==> src/rtl/bit_serializer.sv <==
// Parallel-to-serial front end: shifts WIDTH-bit words out one bit per clock on x, idle fill otherwise.
// Latency: first bit on x one edge after accept; a word occupies WIDTH consecutive cycles.
// Backpressure: din_ready is high in IDLE or on the last bit of a word, which allows gapless back-to-back words.
module bit_serializer #(
    parameter int   WIDTH     = 8,
    parameter bit   MSB_FIRST = 1'b1,
    parameter logic IDLE_BIT  = 1'b0
) (
    input  logic             clk,
    input  logic             rst_n,
    input  logic [WIDTH-1:0] din,
    input  logic             din_valid,
    output logic             din_ready,
    output logic             x,
    output logic             x_valid,
    output logic             x_last
);

    localparam int CW = $clog2(WIDTH);
    localparam logic [CW-1:0] CNT_MAX = CW'(WIDTH - 1);

    typedef enum logic {
        IDLE  = 1'b0,
        SHIFT = 1'b1
    } state_t;

    state_t           state, state_nxt;
    logic [WIDTH-1:0] shreg, shreg_nxt;
    logic [CW-1:0]    cnt, cnt_nxt;
    logic             accept;
    logic [WIDTH-1:0] shreg_shifted;
    logic             out_bit;

    // The output end of shreg depends on bit order; the vacated end fills with zero.
    always_comb begin
        shreg_shifted = '0;
        out_bit       = 1'b0;
        if (MSB_FIRST) begin
            shreg_shifted = {shreg[WIDTH-2:0], 1'b0};
            out_bit       = shreg[WIDTH-1];
        end else begin
            shreg_shifted = {1'b0, shreg[WIDTH-1:1]};
            out_bit       = shreg[0];
        end
    end

    // State, shift register and bit counter; reset discards any word in flight.
    always_ff @(posedge clk or negedge rst_n) begin
        if (!rst_n) begin
            state <= IDLE;
            shreg <= '0;
            cnt   <= '0;
        end else begin
            state <= state_nxt;
            shreg <= shreg_nxt;
            cnt   <= cnt_nxt;
        end
    end

    // Moore output decode plus next-state: outputs depend only on registered state.
    always_comb begin
        state_nxt = state;
        shreg_nxt = shreg;
        cnt_nxt   = cnt;
        din_ready = (state == IDLE) || (cnt == '0);
        x_valid   = (state == SHIFT);
        x_last    = (state == SHIFT) && (cnt == '0);
        x         = (state == SHIFT) ? out_bit : IDLE_BIT;
        accept    = din_valid && din_ready;

        unique case (state)
            IDLE: begin
                if (accept) begin
                    shreg_nxt = din;
                    cnt_nxt   = CNT_MAX;
                    state_nxt = SHIFT;
                end
            end
            SHIFT: begin
                if (cnt != '0) begin
                    shreg_nxt = shreg_shifted;
                    cnt_nxt   = cnt - 1'b1;
                end else if (accept) begin
                    // Reload on the last bit so the next word follows without an idle gap.
                    shreg_nxt = din;
                    cnt_nxt   = CNT_MAX;
                end else begin
                    state_nxt = IDLE;
                end
            end
            default: state_nxt = IDLE;
        endcase
    end

endmodule

==> config.mk <==
export PLATFORM = sky130hd
export DESIGN_NAME = bit_serializer
export DESIGN_NICKNAME = d
export VERILOG_FILES = /design/src/rtl/bit_serializer.sv
export SDC_FILE = /design/constraint.sdc
export NUM_CORES = 1
export LEC_CHECK = 0
export CORE_UTILIZATION = 47
export CTS_CLUSTER_DIAMETER = 60
export DETAILED_ROUTE_END_ITERATION = 6
export PLACE_DENSITY = 0.84
export SYNTH_ARGS = -nofsm -noshare
export SYNTH_HDL_FRONTEND = slang
export SYNTH_SLANG_ARGS = --single-unit
export TNS_END_PERCENT = 50
==> constraint.sdc <==
create_clock -name clk -period 1.51 [get_ports clk]
set_input_delay 0.302 -clock clk [delete_from_list [all_inputs] [get_ports clk]]
set_output_delay 0.302 -clock clk [all_outputs]
set_load 0.05 [all_outputs]
# [After elaboration in Yosys (flattened, before gate mapping)]
# Cells that the tools add are included.
[word_totals] elab_cells=20 inputBits=11 reg_bits=12
[classes] addsub=1 bitwise=1 n_mux=10 n_reduce_logical=5
[ops] operator="2-to-1 mux 8 bit" count=2
[ops] operator="one-hot mux 8 bit (2 select lines)" count=1
[ops] operator="2-to-1 mux 3 bit" count=2
[ops] operator="one-hot mux 3 bit (2 select lines)" count=1
[ops] operator="zero test 3 bit" count=1
[ops] operator="2-to-1 mux 1 bit" count=3
[ops] operator="nonzero test 3 bit" count=1
[ops] operator="subtractor 3 x 1 -> 3 bit, second input constant" count=1
[ops] operator="logical AND 1 bit" count=2
[ops] operator="one-hot mux 1 bit (2 select lines)" count=1
[ops] operator="logical OR 1 bit" count=1
[ops] operator="NOT 1 bit" count=1

# [Longest topological paths before layout]
# Gate-level depths: netlist of run 1.
[depth] ltp_word=6 mapped_depth=6

# [Least setup slack after synthesis of run 1]
# Ideal clock, no wire load.
[synth_path] kind="register to output" start="register state (netlist: x_valid)" end="output port x_last" t_required_ps=1208 n_path_buf=0 path_slack_ps=-270 path_stages_with_launch=3 arrival_time_ps=1478 path_cell_list="dfrtp_1 > inv_1 > nor2_1"
[synth_between] elab_chain_len=1
[synth_rtl] element="from (decl)" line_no="27" rtl="state_t state, state_nxt;"
[synth_rtl] element="from (signal assigned)" line_no="54" rtl="state <= state_nxt;"
[synth_rtl] element="logical AND 1 bit" line_no="67" rtl="x_last = (state == SHIFT) && (cnt == '0);"
[synth_rtl] element="to (decl)" line_no="16" rtl="output logic x_last"
# No other way between the ends.

# [Final worst setup path of run 1]
[layout_path] start="register cnt[0]" end="output port x_last"
[layout_between] elab_chain_len=2
[layout_rtl] element="from (decl)" line_no="29" rtl="logic [CW-1:0] cnt, cnt_nxt;"
[layout_rtl] element="from (signal assigned)" line_no="56" rtl="cnt <= cnt_nxt;"
[layout_rtl] element="zero test 3 bit" line_no="67"
[layout_rtl] element="logical AND 1 bit" line_no="67"
# No other way between the ends.

==> metrics, run 1 <==
run status finished, violations left; violations in the final reports setup timing; number of enable-type register cells in the synthesized netlist 0; post-synthesis register bit count 12; worst-path cell with the longest stage delay sky130_fd_sc_hd__dfrtp_1; path category of the worst min-delay check in2async; number of global-route vias before repair 473; final wirelength 1320 um; share of layout cells above drive strength 1 47.4%; Critical Path RT 1.21 ns; sequential fraction of the synthesis area 46.9%; share of async-settable or async-resettable flops after synthesis 100%; number of detailed-route iterations in the first pass 4; growth of design area from synthesis to finish 52.3%; # diodes 0; Reg2Reg Launch Point cnt[0]; setup repair after global routing missed its margin true; Final setup violation count 2; # clock sinks 12; min cycle time layout 1.65 ns; category of the most critical setup path reg2out; arrival time at the worst endpoint about 1.4 ns; clock buffers created by TritonCTS 3; capture point of the worst reg-to-reg path cnt[2]; io pins 15; count leader, synth sky130_fd_sc_hd__dfrtp_1; number of H-tree levels 1; share of the clock period used by the worst path after layout 109%; worst reg-to-reg path cell count 7; clock latency reported for the late side of the worst-skew pair 0.28 ns; leading post-synthesis cells by cell area sky130_fd_sc_hd__dfrtp_1 47%, sky130_fd_sc_hd__mux2_4 16%, sky130_fd_sc_hd__mux2_1 7.0%; height of the chip 38.9 um; number of unique standard cell types used by synthesis 16; leakage dissipation 0.468 nW; total standard cell area after synthesis 641 um2; Worst slew margin between 80% and 90%; number of nets still failing antenna checks after routing 0; CP endpoint kind output port; fillcell total 62; R2R setup slack 0.13 ns; Max Cap Viol 0; Port Buffers 14; Post-Syn Area per Cell 13.3 um2; Synth Net Count approximately 60; number of buffer and inverter stages on the critical path 3; peak ir drop on the vdd network 1070 uV; global-route congestion overflow total 0; Via Count 459; wire length of the first global-routing pass between 1500 and 2000 um; Worst Setup Slack, final -0.137 ns; clk slew on worst S/H paths 0.07 ns; total number of yosys warnings 0; area of the die 1510 um2; pin count of the biggest net entering global routing 13; effective utilization at floorplan a little over half; post-DR wirelength/cell 14.7 um; transition time of the tightest slew-check pin 0.248 ns; detailed-route vias per instance 5.10; share of Yosys cell area claimed by the top area cell type 46.9%; Row Count 12; upper clock frequency limit roughly 610 MHz; skew final 0.00383 ns; initial antenna violation count 0; number of standard cells in the final layout excluding fillers 90; Setup TNS Final -0.264 ns; Top FF cell, synth sky130_fd_sc_hd__dfrtp_1; Place WS -0.146 ns; smallest hold slack 0.308 ns; DRC violations left 0; most area-hungry cell type in the Yosys netlist sky130_fd_sc_hd__dfrtp_1; count of pins over their slew limit 0; count of routing violations after the opening detailed-route iteration 8; cells after synthesis 48; total of hold buffers inserted after clock tree synthesis 0; Tot GR Track Use 21.2%; Critical Path Source Type flip-flop; Final #Nets 90; leading cell types by count after synthesis 12 x sky130_fd_sc_hd__dfrtp_1, 7 x sky130_fd_sc_hd__mux2_4, 4 x sky130_fd_sc_hd__mux2_1, 4 x sky130_fd_sc_hd__nor2_1; core area 1190 um2; TritonCTS clock tree built; placed cells 80; biggest cell delay along the critical path 0.39 ns; maximum fanout encountered on the critical timing path 2; number of hold violations in the final report 0; Power Dens Cells approximately 1900 nW/um2; clock root buffer sky130_fd_sc_hd__clkbuf_4; routability-driven placement congestion ratio between 0.6 and 0.7; chip width 38.9 um; Largest delay share family, worst path flip-flops; buffer levels on the longest clock path 2; HPWL after detailed placement 801 um; cell-by-cell trace of the critical path inv_2 > ha_4 > nand2b_4 > buf_6 > nor2_4 > buf_12
==> where the power goes <==
| part | internal, W | switching [W] | total (W) |
|---|---|---|---|
| Clock | 0.000147 | 0.000109 | 0.000256 |
| Sequential | 0.000443 | 0.0000803 | 0.000523 |
| Combinational | 0.000601 | 0.000452 | 0.00105 |
==> worst reg2reg max path, stage by stage (launching register included) <==
cell and delay (ns):
sky130_fd_sc_hd__dfrtp_1 0.36, sky130_fd_sc_hd__inv_2 0.07, sky130_fd_sc_hd__ha_4 0.17, sky130_fd_sc_hd__buf_4 0.13
sky130_fd_sc_hd__buf_4 0.12, sky130_fd_sc_hd__nor3_1 0.17, sky130_fd_sc_hd__a21oi_1 0.07, sky130_fd_sc_hd__o32a_1 0.18
==> area by class of cell <==
class	instances	area, um2	share of cell area, %
repair buffers	26	274	28.1
inverters	3	11.3	1.15
flip-flops and latches	12	300	30.8
clock buffers	4	36.3	3.72
multi-input cells	31	337	34.5
well taps	14	17.5	1.79
==> per-layer routing <==
metal,global-route usage [%],share of wire [%],vias to the layer above,wire (um)
met2,36.3,48,19,631
li1,-,-,226,-
met3,6.94,5.9,2,78
met4,10.3,1.4,0,18
met5,0,0,-,0
met1,23.1,45,212,595
==> layout by cell type, fill, tap and decap left out <==
cell,count
sky130_fd_sc_hd__ha_4,1
sky130_fd_sc_hd__nor2_4,1
sky130_fd_sc_hd__nand2b_1,1
sky130_fd_sc_hd__o32a_1,1
sky130_fd_sc_hd__a21oi_1,2
sky130_fd_sc_hd__buf_4,11
sky130_fd_sc_hd__mux2_1,4
sky130_fd_sc_hd__inv_2,2
sky130_fd_sc_hd__dfrtp_1,12
sky130_fd_sc_hd__mux2_2,3
sky130_fd_sc_hd__clkbuf_8,1
sky130_fd_sc_hd__nand2b_4,1
sky130_fd_sc_hd__nand2_4,1
sky130_fd_sc_hd__ha_1,1
sky130_fd_sc_hd__nor2_1,3
sky130_fd_sc_hd__mux2_4,7
sky130_fd_sc_hd__mux2i_1,3
sky130_fd_sc_hd__and2_1,1
sky130_fd_sc_hd__buf_6,1
sky130_fd_sc_hd__inv_1,1
sky130_fd_sc_hd__clkbuf_4,3
sky130_fd_sc_hd__clkdlybuf4s50_1,10
sky130_fd_sc_hd__nor3_1,1
sky130_fd_sc_hd__buf_12,4
==> through the flow <==
step                      power, W  util (%)  cell area, um2
final                      0.00183      82.3             976
after global routing       0.00192      82.3             976
after CTS                  0.00179      81.6             968
after detailed placement   0.00137      73.2             868
after global placement     0.00135      73.2             868
after floorplan            0.00108         -             648
==> state kept, by name, summed over array words and instances (netlist names) <==
name     cells
cnt          3
x_valid      1
shreg        8
==> worst max-delay path by stage <==
stage | from | end | slack (ns) | cells after the start
final | cnt[0] | x_last | -0.14 | 6
after global routing | cnt[0] | x_last | -0.17 | 6
after CTS | cnt[1] | x_last | -0.14 | 6
after detailed placement | din_valid | shreg[1] | -0.15 | 4
after global placement | din_valid | shreg[1] | -0.11 | 4
after floorplan | cnt[0] | shreg[1] | 0.03 | 6
==> cell families (layout without fill, tap and decap cells) <==
logic type | count (synthesis) | count (layout) | synth area share (%)
muxes | 17 | 17 | 33.4
DFF | 12 | 12 | 46.9
and+or+nand+nor | 9 | 9 | 7.42
buffers and inverters | 5 | 33 | 5.27
AOI/OAI and AO/OA | 3 | 3 | 3.13
adders and majority gates | 2 | 2 | 3.91
==> what timing repair did <==
item	CTS	global route
pin swaps	2	2
endpoints found under the setup margin	2	2
gates resized for setup	7	0
buffers inserted	5	1
Power figures use the tool's default switching activity.
==> run 2, diff against run 1 <==
==> constraint.sdc (replaced) <==
create_clock -name clk -period 1.8 [get_ports clk]
set_input_delay 0.36 -clock clk [delete_from_list [all_inputs] [get_ports clk]]
set_output_delay 0.36 -clock clk [all_outputs]
set_load 0.05 [all_outputs]
==> run 2 against run 1 <==
Net effect: clock power decreased by 16%; non-clock buffer count fell by 8; the run now ends clean; highest routed layer unchanged; clock-buffer cell count is the same; flip-flop and latch count stayed put; cell area decreased by 7.9%; sequential power is 16% lower.
==> metrics, run 2 (synthesis results as in run 1) <==
run status complete, no violations (was finished, violations left); peak ir drop on the vdd network 1120 uV (was 1070 uV); post-DR wirelength/cell 14.1 um (was 14.7 um); Port Buffers 14 (unchanged); category of the most critical setup path reg2out (unchanged); Critical Path RT 1.44 ns (was 1.21 ns); Met3 Wirelength 63 um (was 78 um); clock latency reported for the late side of the worst-skew pair 0.28 ns (about the same); number of hold violations in the final report 0 (unchanged); biggest cell delay along the critical path 0.40 ns (was 0.39 ns); routability-driven placement congestion ratio 0.596 (was 0.675); Row Count 12 (unchanged); global-route congestion overflow total 0 (unchanged); number of global-route vias before repair 425 (was 473); core area 1190 um2 (unchanged); pin count of the biggest net entering global routing 13 (unchanged); Tot GR Track Use 20.6% (was 21.2%); Setup TNS Final 0 ns (was -0.264 ns); min cycle time layout roughly 1.7 ns; clock buffers created by TritonCTS 3 (unchanged); top sig layer met4 (unchanged); number of H-tree levels 1 (unchanged); count of routing violations after the opening detailed-route iteration 0 (was 8); Critical Path Source Type flip-flop (unchanged); largest register by flop count shreg (unchanged); CP endpoint kind output port (unchanged); Power, Total 0.00140 W (was 0.00183 W); buffer levels on the longest clock path 2 (unchanged); Max Cap Viol 0 (unchanged); commonest non-fill, non-tap cell in the layout sky130_fd_sc_hd__dfrtp_1 (unchanged); number of nets still failing antenna checks after routing 0 (unchanged); sum of routed wire segments on met1 514 um (was 595 um); WL met2 570 um (was 631 um); cell-by-cell trace of the critical path inv_1 > ha_2 > nand2b_4 > nor2_4 > buf_12 (was inv_2 > ha_4 > nand2b_4 > buf_6 > nor2_4 > buf_12); setup repair after global routing missed its margin false (was true); Via Count 411 (was 459); initial antenna violation count 0 (unchanged); max FFs per register 8 (unchanged); total of hold buffers inserted after clock tree synthesis 0 (unchanged); count of pins over their slew limit 0 (unchanged); number of buffer and inverter stages on the critical path 2 (was 3); clk slew on worst S/H paths 0.08 ns (was 0.07 ns); upper clock frequency limit between 500 and 600 MHz; share of the clock period used by the worst path after layout 94.6%; wire length of the first global-routing pass 1900 um (was 1990 um); final core utilization 75.7% (was 82.3%); path category of the worst min-delay check in2async (unchanged); number of detailed-route iterations in the first pass 1 (was 4); arrival time at the worst endpoint 1.34 ns (was 1.35 ns); height of the chip 38.9 um (unchanged); effective utilization at floorplan 54.0% (unchanged); skew final 0.00899 ns (was 0.00383 ns); # clock sinks 12 (unchanged); maximum fanout encountered on the critical timing path 3 (was 2); leakage dissipation 0.426 nW (was 0.468 nW); chip width 38.9 um (unchanged); Final setup violation count 0 (was 2); Worst slew margin 65.7% (was 83.4%); detailed-route vias per instance 5.01 (was 5.10); TritonCTS clock tree built (unchanged); area of the die 1510 um2 (unchanged); DRC violations left 0 (unchanged); growth of design area from synthesis to finish 40.2% (was 52.3%); leading cell types in the layout, fill and taps excluded 12 x sky130_fd_sc_hd__dfrtp_1, 10 x sky130_fd_sc_hd__clkdlybuf4s50_1, 7 x sky130_fd_sc_hd__mux2_4 (was 12 x sky130_fd_sc_hd__dfrtp_1, 11 x sky130_fd_sc_hd__buf_4, 10 x sky130_fd_sc_hd__clkdlybuf4s50_1); Final #Nets 82 (was 90); share of layout cells above drive strength 1 38.2% (was 47.4%); transition time of the tightest slew-check pin 0.513 ns (was 0.248 ns); Largest delay share family, worst path flip-flops (unchanged); HPWL after detailed placement 811 um (was 801 um); # diodes 0 (unchanged); io pins 15 (unchanged); clock root buffer sky130_fd_sc_hd__clkbuf_4 (unchanged); worst-path cell with the longest stage delay sky130_fd_sc_hd__dfrtp_1 (unchanged); Power Dens Cells 1560 nW/um2 (was 1880 nW/um2); final wirelength 1160 um (was 1320 um)
==> run 2: changes by cell type in the layout (fill, tap and decap cells not counted), sizes merged <==
cell,previous run,this run
buf,16,8
==> run 2: final timing paths <==
kind                            startpoint        to  slack (ns)  cells after the start
worst max-delay path                cnt[0]    x_last         0.1                      5
worst min-delay path                 rst_n  shreg[6]        0.42                      1
worst max register to register      cnt[0]  shreg[2]        0.30                      6
worst min register to register      cnt[0]    cnt[0]        0.49                      1
max in group asynchronous            rst_n  shreg[0]        1.03                      1
min in group clk                    cnt[0]    cnt[0]        0.49                      1
==> run 2: metrics by stage <==
stage          area (um2)  std cells  setup slack [ns]  hold slack [ns]
6_report              898         82            0.0964            0.416
5_1_grt               898         82            0.0176            0.467
4_1_cts               862         80           0.00709            0.427
3_5_place_dp          821         76          -0.00896            0.478
3_3_place_gp          821         76          -0.00105            0.473
2_1_floorplan         643         48             0.164           0.0644
==> run 2: repair_timing <==
action	in CTS	in global routing
pin swaps	1	1
resized for setup	1	4
setup endpoints to repair	1	2
hold endpoints to repair	0	0
buffers inserted	0	2
==> run 2: cell type report <==
cell class              count  area [um2]
fillers                    76         288
multi-input cells          31         335
inverters                   3        11.3
flip-flops and latches     12         300
clock buffers               4        36.3
well taps                  14        17.5
repair buffers             18         198
==> run 2: metal layers <==
layer,vias to the layer above,track usage (%)
met3,2,7.51
met4,0,12.9
met5,-,0
met2,14,31.3
met1,191,24.3
li1,204,-
==> run 2: report_power, final <==
part	internal, W	switching (W)	total [W]
sequential	0.000371	0.0000679	0.000439
combinational	0.000409	0.000334	0.000743
clock	0.000123	0.0000931	0.000216
